$ cat config.mk
export PLATFORM = sky130hd
export DESIGN_NAME = aclock_snooze_ctrl
export DESIGN_NICKNAME = d
export VERILOG_FILES = /design/src/rtl/aclock_pkg.sv /design/src/rtl/aclock_btn_edge.sv /design/src/rtl/aclock_snooze_ctrl.sv
export SDC_FILE = /design/constraint.sdc
export NUM_CORES = 1
export LEC_CHECK = 0
export BUFFER_PORTS_ARGS = -buffer_cell sky130_fd_sc_hd__buf_2
export CORE_AREA = 2 2 55 78
export CTS_CLUSTER_SIZE = 30
export DETAILED_ROUTE_END_ITERATION = 10
export DIE_AREA = 0 0 57 80
export PLACE_DENSITY = 0.7
export SLEW_MARGIN = 10
export SYNTH_ARGS = -nofsm -noshare
export SYNTH_HDL_FRONTEND = slang
export SYNTH_SLANG_ARGS = --single-unit
$ cat constraint.sdc
create_clock -name clk_1s -period 3 [get_ports clk_1s]
set_input_delay 0.6 -clock clk_1s [delete_from_list [all_inputs] [get_ports clk_1s]]
set_output_delay 0.6 -clock clk_1s [all_outputs]
set_load 0.01 [all_outputs]
$ cat src/rtl/aclock_pkg.sv
// Shared types and constants for the alarm clock ringing stage.
package aclock_pkg;

  // Ringing-stage states; encoding is fixed so debug dumps read the same everywhere.
  typedef enum logic [1:0] {
    StIdle   = 2'd0,
    StRing   = 2'd1,
    StSnooze = 2'd2
  } state_e;

  // Default timing constants, in seconds of clk_1s.
  localparam int unsigned RING_SECS_DEF   = 60;
  localparam int unsigned SNOOZE_SECS_DEF = 300;
  localparam int unsigned MAX_SNOOZE_DEF  = 3;

  // BCD digit widths: hour tens needs only 2 bits, the rest 4.
  localparam int unsigned H1_W  = 2;
  localparam int unsigned DIG_W = 4;

  // 4-bit increment that sticks at 15.
  function automatic logic [3:0] sat_inc4(input logic [3:0] v);
    return (v == 4'hF) ? v : v + 4'd1;
  endfunction

endpackage

$ cat src/rtl/aclock_btn_edge.sv
// Two-channel rising-edge detector: edge_o[i] is high for the one cycle in which
// btn_i[i] is high and was low at the previous clk_1s edge.
module aclock_btn_edge (
  input  logic       clk_1s,
  input  logic       reset,
  input  logic [1:0] btn_i,
  output logic [1:0] edge_o
);

  logic [1:0] prev_d, prev_q;

  // History always tracks the live button level so a held button fires once.
  always_comb begin
    prev_d = btn_i;
    edge_o = btn_i & ~prev_q;
  end

  // Button history register.
  always_ff @(posedge clk_1s or posedge reset) begin
    if (reset) begin
      prev_q <= 2'b00;
    end else begin
      prev_q <= prev_d;
    end
  end

endmodule

$ cat src/rtl/aclock_snooze_ctrl.sv
// Ringing-phase controller downstream of the alarm clock core: acknowledges the
// core alarm, beeps at 1 Hz, handles snooze/stop, times out unattended rings and
// records the time at which the most recent alarm event started.
module aclock_snooze_ctrl
  import aclock_pkg::*;
#(
  parameter int unsigned RING_SECS   = RING_SECS_DEF,
  parameter int unsigned SNOOZE_SECS = SNOOZE_SECS_DEF,
  parameter int unsigned MAX_SNOOZE  = MAX_SNOOZE_DEF,
  parameter int unsigned CNT_W       = 9
) (
  input  logic             clk_1s,
  input  logic             reset,
  input  logic             alarm_in,
  input  logic             snooze_btn,
  input  logic             stop_btn,
  input  logic [H1_W-1:0]  t_h1,
  input  logic [DIG_W-1:0] t_h0,
  input  logic [DIG_W-1:0] t_m1,
  input  logic [DIG_W-1:0] t_m0,
  output logic             stop_al,
  output logic             buzzer,
  output logic             ringing,
  output logic             snoozing,
  output logic [CNT_W-1:0] secs_left,
  output logic [1:0]       snooze_cnt,
  output logic [3:0]       missed_cnt,
  output logic [H1_W-1:0]  ev_h1,
  output logic [DIG_W-1:0] ev_h0,
  output logic [DIG_W-1:0] ev_m1,
  output logic [DIG_W-1:0] ev_m0
);

  localparam logic [CNT_W-1:0] RingLd = CNT_W'(RING_SECS);
  localparam logic [CNT_W-1:0] SnzLd  = CNT_W'(SNOOZE_SECS);
  localparam logic [CNT_W-1:0] CntOne = CNT_W'(1);
  localparam logic [1:0]       SnzMax = 2'(MAX_SNOOZE);

  state_e           state_d, state_q;
  logic [CNT_W-1:0] cnt_d, cnt_q;
  logic             buzzer_d, buzzer_q;
  logic [1:0]       snooze_cnt_d, snooze_cnt_q;
  logic [3:0]       missed_d, missed_q;
  logic             stop_al_d, stop_al_q;
  logic [H1_W-1:0]  ev_h1_d, ev_h1_q;
  logic [DIG_W-1:0] ev_h0_d, ev_h0_q;
  logic [DIG_W-1:0] ev_m1_d, ev_m1_q;
  logic [DIG_W-1:0] ev_m0_d, ev_m0_q;

  logic [1:0] btn_edge;
  logic       snz_edge, stp_edge;

  aclock_btn_edge u_btn_edge (
    .clk_1s (clk_1s),
    .reset  (reset),
    .btn_i  ({stop_btn, snooze_btn}),
    .edge_o (btn_edge)
  );

  assign snz_edge = btn_edge[0];
  assign stp_edge = btn_edge[1];

  // Next-state logic for the ring/snooze FSM, its counter and event bookkeeping.
  always_comb begin
    state_d      = state_q;
    cnt_d        = cnt_q;
    buzzer_d     = buzzer_q;
    snooze_cnt_d = snooze_cnt_q;
    missed_d     = missed_q;
    ev_h1_d      = ev_h1_q;
    ev_h0_d      = ev_h0_q;
    ev_m1_d      = ev_m1_q;
    ev_m0_d      = ev_m0_q;
    // The core clears Alarm on the edge after it sees this acknowledge.
    stop_al_d    = alarm_in;

    case (state_q)
      StIdle: begin
        buzzer_d = 1'b0;
        cnt_d    = '0;
        if (alarm_in) begin
          state_d      = StRing;
          cnt_d        = RingLd;
          snooze_cnt_d = 2'd0;
          buzzer_d     = 1'b1;
          ev_h1_d      = t_h1;
          ev_h0_d      = t_h0;
          ev_m1_d      = t_m1;
          ev_m0_d      = t_m0;
        end
      end

      StRing: begin
        if (stp_edge) begin
          state_d      = StIdle;
          cnt_d        = '0;
          buzzer_d     = 1'b0;
          snooze_cnt_d = 2'd0;
        end else if (snz_edge && (snooze_cnt_q < SnzMax)) begin
          state_d      = StSnooze;
          cnt_d        = SnzLd;
          buzzer_d     = 1'b0;
          snooze_cnt_d = snooze_cnt_q + 2'd1;
        end else if (cnt_q == CntOne) begin
          // Nobody answered: count it as missed.
          state_d      = StIdle;
          cnt_d        = '0;
          buzzer_d     = 1'b0;
          snooze_cnt_d = 2'd0;
          missed_d     = sat_inc4(missed_q);
        end else begin
          cnt_d    = cnt_q - CntOne;
          buzzer_d = ~buzzer_q;
        end
      end

      StSnooze: begin
        buzzer_d = 1'b0;
        if (stp_edge) begin
          state_d      = StIdle;
          cnt_d        = '0;
          snooze_cnt_d = 2'd0;
        end else if (cnt_q == CntOne) begin
          // Re-ring keeps the original event time and snooze count.
          state_d  = StRing;
          cnt_d    = RingLd;
          buzzer_d = 1'b1;
        end else begin
          cnt_d = cnt_q - CntOne;
        end
      end

      default: begin
        state_d      = StIdle;
        cnt_d        = '0;
        buzzer_d     = 1'b0;
        snooze_cnt_d = 2'd0;
      end
    endcase
  end

  // State registers; reset returns everything, including missed_cnt, to zero.
  always_ff @(posedge clk_1s or posedge reset) begin
    if (reset) begin
      state_q      <= StIdle;
      cnt_q        <= '0;
      buzzer_q     <= 1'b0;
      snooze_cnt_q <= 2'd0;
      missed_q     <= 4'd0;
      stop_al_q    <= 1'b0;
      ev_h1_q      <= '0;
      ev_h0_q      <= '0;
      ev_m1_q      <= '0;
      ev_m0_q      <= '0;
    end else begin
      state_q      <= state_d;
      cnt_q        <= cnt_d;
      buzzer_q     <= buzzer_d;
      snooze_cnt_q <= snooze_cnt_d;
      missed_q     <= missed_d;
      stop_al_q    <= stop_al_d;
      ev_h1_q      <= ev_h1_d;
      ev_h0_q      <= ev_h0_d;
      ev_m1_q      <= ev_m1_d;
      ev_m0_q      <= ev_m0_d;
    end
  end

  // Output decode.
  always_comb begin
    ringing    = (state_q == StRing);
    snoozing   = (state_q == StSnooze);
    secs_left  = (state_q == StIdle) ? '0 : cnt_q;
    stop_al    = stop_al_q;
    buzzer     = buzzer_q;
    snooze_cnt = snooze_cnt_q;
    missed_cnt = missed_q;
    ev_h1      = ev_h1_q;
    ev_h0      = ev_h0_q;
    ev_m1      = ev_m1_q;
    ev_m0      = ev_m0_q;
  end

endmodule

# Yosys cells after proc, flatten, opt, wreduce, memory -nomap -nowiden
# Cells that the tools add are included.
# Widths: inputs -> output; s select.
[totals]
regBits = 35
input_bits = 19
[op_classes]
n_addsub = 3
n_lt_le_gt_ge = 1
eq_ne = 8
mux = 27
bitwise_logic = 6
reduce_logical = 6
[op_table]
columns = ["cell", "n"]
rows = [
  ["$mux 9", 6],
  ["$pmux 9 s3", 1],
  ["$mux 2", 10],
  ["$pmux 2 s3", 2],
  ["$eq 9x1->1 const B", 1],
  ["$sub 9x1->9 const B", 1],
  ["$mux 1", 6],
  ["$mux 6", 1],
  ["$reduce_and 3->1", 2],
  ["$reduce_and 5->1", 1],
  ["$add 4x1->4 const B", 1],
  ["$eq 4x4->1 const B", 1],
  ["$ne 4x1->1 const B", 1],
  ["$not 1->1", 4],
  ["$ne 3x1->1 const B", 1],
  ["$pmux 1 s3", 1],
  ["$add 2x1->2 const B", 1],
  ["$and 2x2->2", 1],
  ["$eq 2x1->1 const B", 1],
  ["$eq 2x2->1 const B", 1],
  ["$logic_not 2->1", 1],
  ["$lt 2x2->1 const B", 1],
  ["$ne 2x1->1 const B", 1],
  ["$ne 2x2->1 const B", 1],
  ["3 further kinds", 3],
]

# Longest topological paths before layout
[depth]
ltp_word = 6
depth_mapped = 6

# By module
# Synthesis repeated with hierarchy kept, for this count alone.
[unflattened]
cells_unflattened = 143
hier_area_um2 = 1685.4
[modules_own_cells]
columns = ["module", "instances", "cells_each", "area_per_inst_um2", "seq_area_each_um2"]
rows = [
  ["aclock_snooze_ctrl", 1, 138, 1604.0, 825.8],
  ["aclock_btn_edge", 1, 5, 81.3, 50.0],
]

# Worst setup path before layout
# Ideal clock, no wire load.
[synth_path]
path_kind = "input to register"
start = "input port snooze_btn"
end = "register missed_q[1], in the netlist missed_cnt[1]"
setup_time_ns = 0.125
arrival_ns = 1.529
required_time_ns = 2.875
setup_slack_ns = 1.346
path_stages = 4
cell_sequence = "nor3b_2 > nor3_4 > nand3_4 > mux2_4"
[synth_via]
elab_chain_cells = 4
[synth_rtl]
columns = ["item", "line", "text"]
rows = [
  ["from (decl)", "aclock_snooze_ctrl.sv:15", "input logic snooze_btn,"],
  ["$and 2x2->2", "aclock_btn_edge.sv:15", "edge_o = btn_i & ~prev_q;"],
  ["$logic_and 1x1->1", "aclock_snooze_ctrl.sv:99", "end else if (snz_edge && (snooze_cnt_q < SnzMax)) begin"],
  ["$not 1->1 (no line)", "--", ""],
  ["$reduce_and 5->1 (no line)", "--", ""],
  ["to (signal assigned)", "aclock_snooze_ctrl.sv:160", "missed_q <= missed_d;"],
  ["to (decl)", "aclock_snooze_ctrl.sv:43", "logic [3:0] missed_d, missed_q;"],
]
# No other way between the ends.
# A chain may end at the register's enable or synchronous reset.

# Final worst setup path
[layout_path]
start = "register cnt_q[0]"
end = "register cnt_q[8]"
[layout_via]
elab_chain_cells = 5
elab_cells_between_ends = 8
cone_classes = "1 x add/sub; 1 x eq/ne; 6 x mux"
[layout_rtl]
columns = ["item", "line", "text"]
rows = [
  ["from (decl)", "aclock_snooze_ctrl.sv:40", "logic [CNT_W-1:0] cnt_d, cnt_q;"],
  ["from (signal assigned)", "aclock_snooze_ctrl.sv:157", "cnt_q <= cnt_d;"],
  ["$sub 9x1->9 / $eq 9x1->1 (equally long branches)", "--", ""],
  ["$mux 9", "aclock_snooze_ctrl.sv:104", "end else if (cnt_q == CntOne) begin"],
  ["$mux 9", "aclock_snooze_ctrl.sv:99", ""],
  ["$mux 9", "aclock_snooze_ctrl.sv:94", "if (stp_edge) begin"],
  ["$pmux 9 s3 (*)", "aclock_snooze_ctrl.sv:77", "case (state_q)"],
  ["net cnt_d[8]", "aclock_snooze_ctrl.sv:40", ""],
]
# Mark *: on every way through the listed nets, which the timed path passes. The rest lies on a longest branch.

==> flow_metrics.tcl <==
set metrics [dict create \
    status "finished clean" \
    synth_most_common_cell "dfrtp_1" \
    rrSetupSlack_ps 1130 \
    grt_pass1_wl_microns 5485 \
    r2r-end "cnt_q[8]$_DFF_PP0_" \
    hold_buffers 0 \
    clock-root-buffer "clkbuf_8" \
    power_frac_comb 0.424 \
    io_buffers 51 \
    netlist_area_sq_mm 0.001675 \
    clockBufferDepth 2 \
    core_sq_mm 0.003851 \
    routed_via_density 5.102 \
    cellPowerDensity_mw_per_mm2 975.9 \
    place.gp.congestion 0.8074 \
    yosysSeqAreaShare 0.5228 \
    synthFlopType "dfrtp_1" \
    crit_path_cell_trace "inv_1 -> ha_1 -> nor3b_1 -> nor4bb_1 -> nor3_1 -> o21ai_0" \
    grt_usage 0.1542 \
    drive_gt1_frac 0.3960 \
    swShare 0.3718 \
    fin_crit_ps 1872 \
    seqPwrFrac 0.394 \
    final_util 0.5377 \
    path_clk_slew_ps 70 \
    syn_inst 147 \
    power.leakage_uw 0.001016 \
    hpwl_microns 2382 \
    insertion_delay_ps 280 \
    hold_path_class "input pin to asynchronous set/reset pin" \
    required_ps 3200 \
    cts_setup_buffers 0 \
    die_h_microns 80 \
    reg2reg_depth 6 \
    cp_slowest_cell "dfrtp_1" \
    critPathMaxStageDelay_ps 440 \
    path_class "flop to flop" \
    maxCapViolCount 0 \
    yosysUniqueCellTypes 40 \
    die-area_sq_mm 0.004560 \
    switching_power_uw 751.4 \
    synth_top_area_cell "dfrtp_1" \
    final_nets 224 \
    arrival_ps 2070 \
    fin_worst_skew_ps 2.145 \
    hold_viol 0 \
    via_count 1250 \
    synth_nets 170 \
    fin_cells 245 \
    irDropWorstVdd_uv 572.1 \
    die_w_microns 57 \
    n_fill_cell 363 \
    yosys-top-cells-area "dfrtp_1 (52%), mux2_2 (9.4%), nor2b_1 (3.7%)" \
    drt_iter0_drc 35 \
    cp-start-kind "flop" \
    grt_max_degree 36 \
    startpoint "cnt_q[0]$_DFF_PP0_" \
    start_util 0.4350 \
    cts_buffers 5 \
    detailedRoute.firstPassIterationCount 4 \
    antenna_found_initial 0 \
    synth_edf_count 0 \
    post_drt_wl_per_cell_microns 13.20 \
    p_int_uw 1269 \
    finalCritPeriodShare 0.6239 \
    tightest_slew_ps 657.1 \
    grt_overflow_total 0 \
    io-pin-count 52 \
    cts_resized 0 \
    ys_ff_latch 35 \
    relSlewSlack 0.5620 \
    place_inst 237 \
    maxSlewViolCount 0 \
    r2r-start "cnt_q[0]$_DFF_PP0_" \
    diodes 0 \
    setup_tns_ps 0 \
    max_freq_mhz 534.3 \
    area.growth.synth_to_final_pct 23.60 \
    yosys_warnings 0 \
    ant_nets 0 \
    total_power_uw 2021 \
    htree_num_levels 2 \
    route.detailed.drc 0 \
    cts.sinks 35 \
    crit_end "cnt_q[8]$_DFF_PP0_" \
    synth_top_cell_area_share 0.5228 \
    grt_pass1_vias 1245 \
    rsz0062_at_grt "false" \
    synthArstFlopShare 1.000 \
    tritoncts "built" \
    setup_viol 0 \
    rows 27 \
    synth_area_per_cell_sq_um 11.40 \
    path_max_fanout 5 \
    cp-end-kind "flop" \
    clkPwrFrac 0.181 \
    routed_wl_microns 3234 \
    ys_top_cells_by_count "dfrtp_1 (35), mux2_2 (14), nor2_1 (12)" \
]
==> per-stage QoR <==
stage	instance area, sq um	hold WS [ps]	setup WS [ps]
finish	2071	399.6	1128
global route	2071	424.0	931.1
CTS	2071	406.2	1136
detailed placement	1971	458.8	1101
global placement	1971	455.4	1151
floorplan	1675	478.0	1346
==> metal layers <==
metal  share of wire  GRT usage  vias to the layer above
met2            0.49     0.2529                       48
met1            0.42     0.1829                      577
met3           0.080    0.05511                        5
met5               0          0                        -
li1                -          -                      620
met4           0.013    0.06047                        0
==> power groups by stage <==
| stage | registers [uW] | clock network, uW | logic (uW) |
|---|---|---|---|
| global route | 826 | 398 | 953 |
| detailed placement | 799 | 0 | 868 |
| CTS | 796 | 382 | 869 |
| finish | 797 | 367 | 857 |
| floorplan | 826 | 0 | 557 |
| global placement | 798 | 0 | 858 |
==> logic make-up (layout without fill, tap and decap cells) <==
logic type	Yosys count	count (layout)	synth area share
buf+inv	11	66	0.02838
flops	35	35	0.5228
fa+ha+maj	4	4	0.02987
mux	16	16	0.1090
compound gates	23	23	0.08439
xor+xnor	6	6	0.03137
simple gates	52	52	0.1942
==> worst min path at each step <==
stage	depth (start not counted)	slack (ps)	to	from
floorplan	1	480	cnt_q[0]$_DFF_PP0_	cnt_q[0]$_DFF_PP0_
global placement	1	460	buzzer$_DFF_PP0_	buzzer$_DFF_PP0_
detailed placement	1	460	buzzer$_DFF_PP0_	buzzer$_DFF_PP0_
CTS	3	410	ev_m0[1]$_DFFE_PP0P_	reset
global route	1	420	u_btn_edge.prev_q[0]$_DFF_PP0_	snooze_btn
finish	3	400	ev_m1[1]$_DFFE_PP0P_	reset
==> area by class of cell <==
| type | instances | area, sq um | area share |
|---|---|---|---|
| tap | 43 | 53.80 | 0.02598 |
| clock buffer | 8 | 100.1 | 0.04834 |
| sequential | 35 | 875.8 | 0.4230 |
| inverter | 5 | 18.77 | 0.009063 |
| timing repair buffer | 53 | 270.3 | 0.1305 |
| multi-input combinational | 101 | 752.0 | 0.3631 |
==> layout by cell type, fill, tap and decap left out, types with 2 or more instances in the layout <==
cell | synthesis | final
nand2b_1 | 2 | 2
clkbuf_8 | 0 | 7
nor2_1 | 12 | 12
nor3_1 | 3 | 3
o21ai_0 | 9 | 9
nor2b_1 | 10 | 10
dfrtp_1 | 35 | 35
inv_1 | 5 | 5
o211ai_1 | 2 | 2
ha_1 | 4 | 4
a21oi_1 | 4 | 4
buf_2 | 2 | 51
buf_4 | 1 | 2
nand2_1 | 9 | 9
xor2_1 | 3 | 3
nand3_1 | 2 | 2
mux2_2 | 14 | 14
xnor2_1 | 3 | 3
and2_1 | 2 | 2
o31ai_1 | 2 | 2
==> state kept, by name, indices dropped and copies added, names as in the netlist, 4 cells and up <==
name,flops
cnt_q,9
ev_m1,4
ev_h0,4
missed_cnt,4
ev_m0,4
==> critical path: cells and delay by family, from the launching register on <==
family / cells / cell delay, ps
and+or+nand+nor: 3 / 890
DFF: 1 / 440
adders and majority gates: 1 / 180
AOI/OAI and AO/OA: 1 / 170
buffers and inverters: 1 / 100
(Power assumes the default switching activity.)
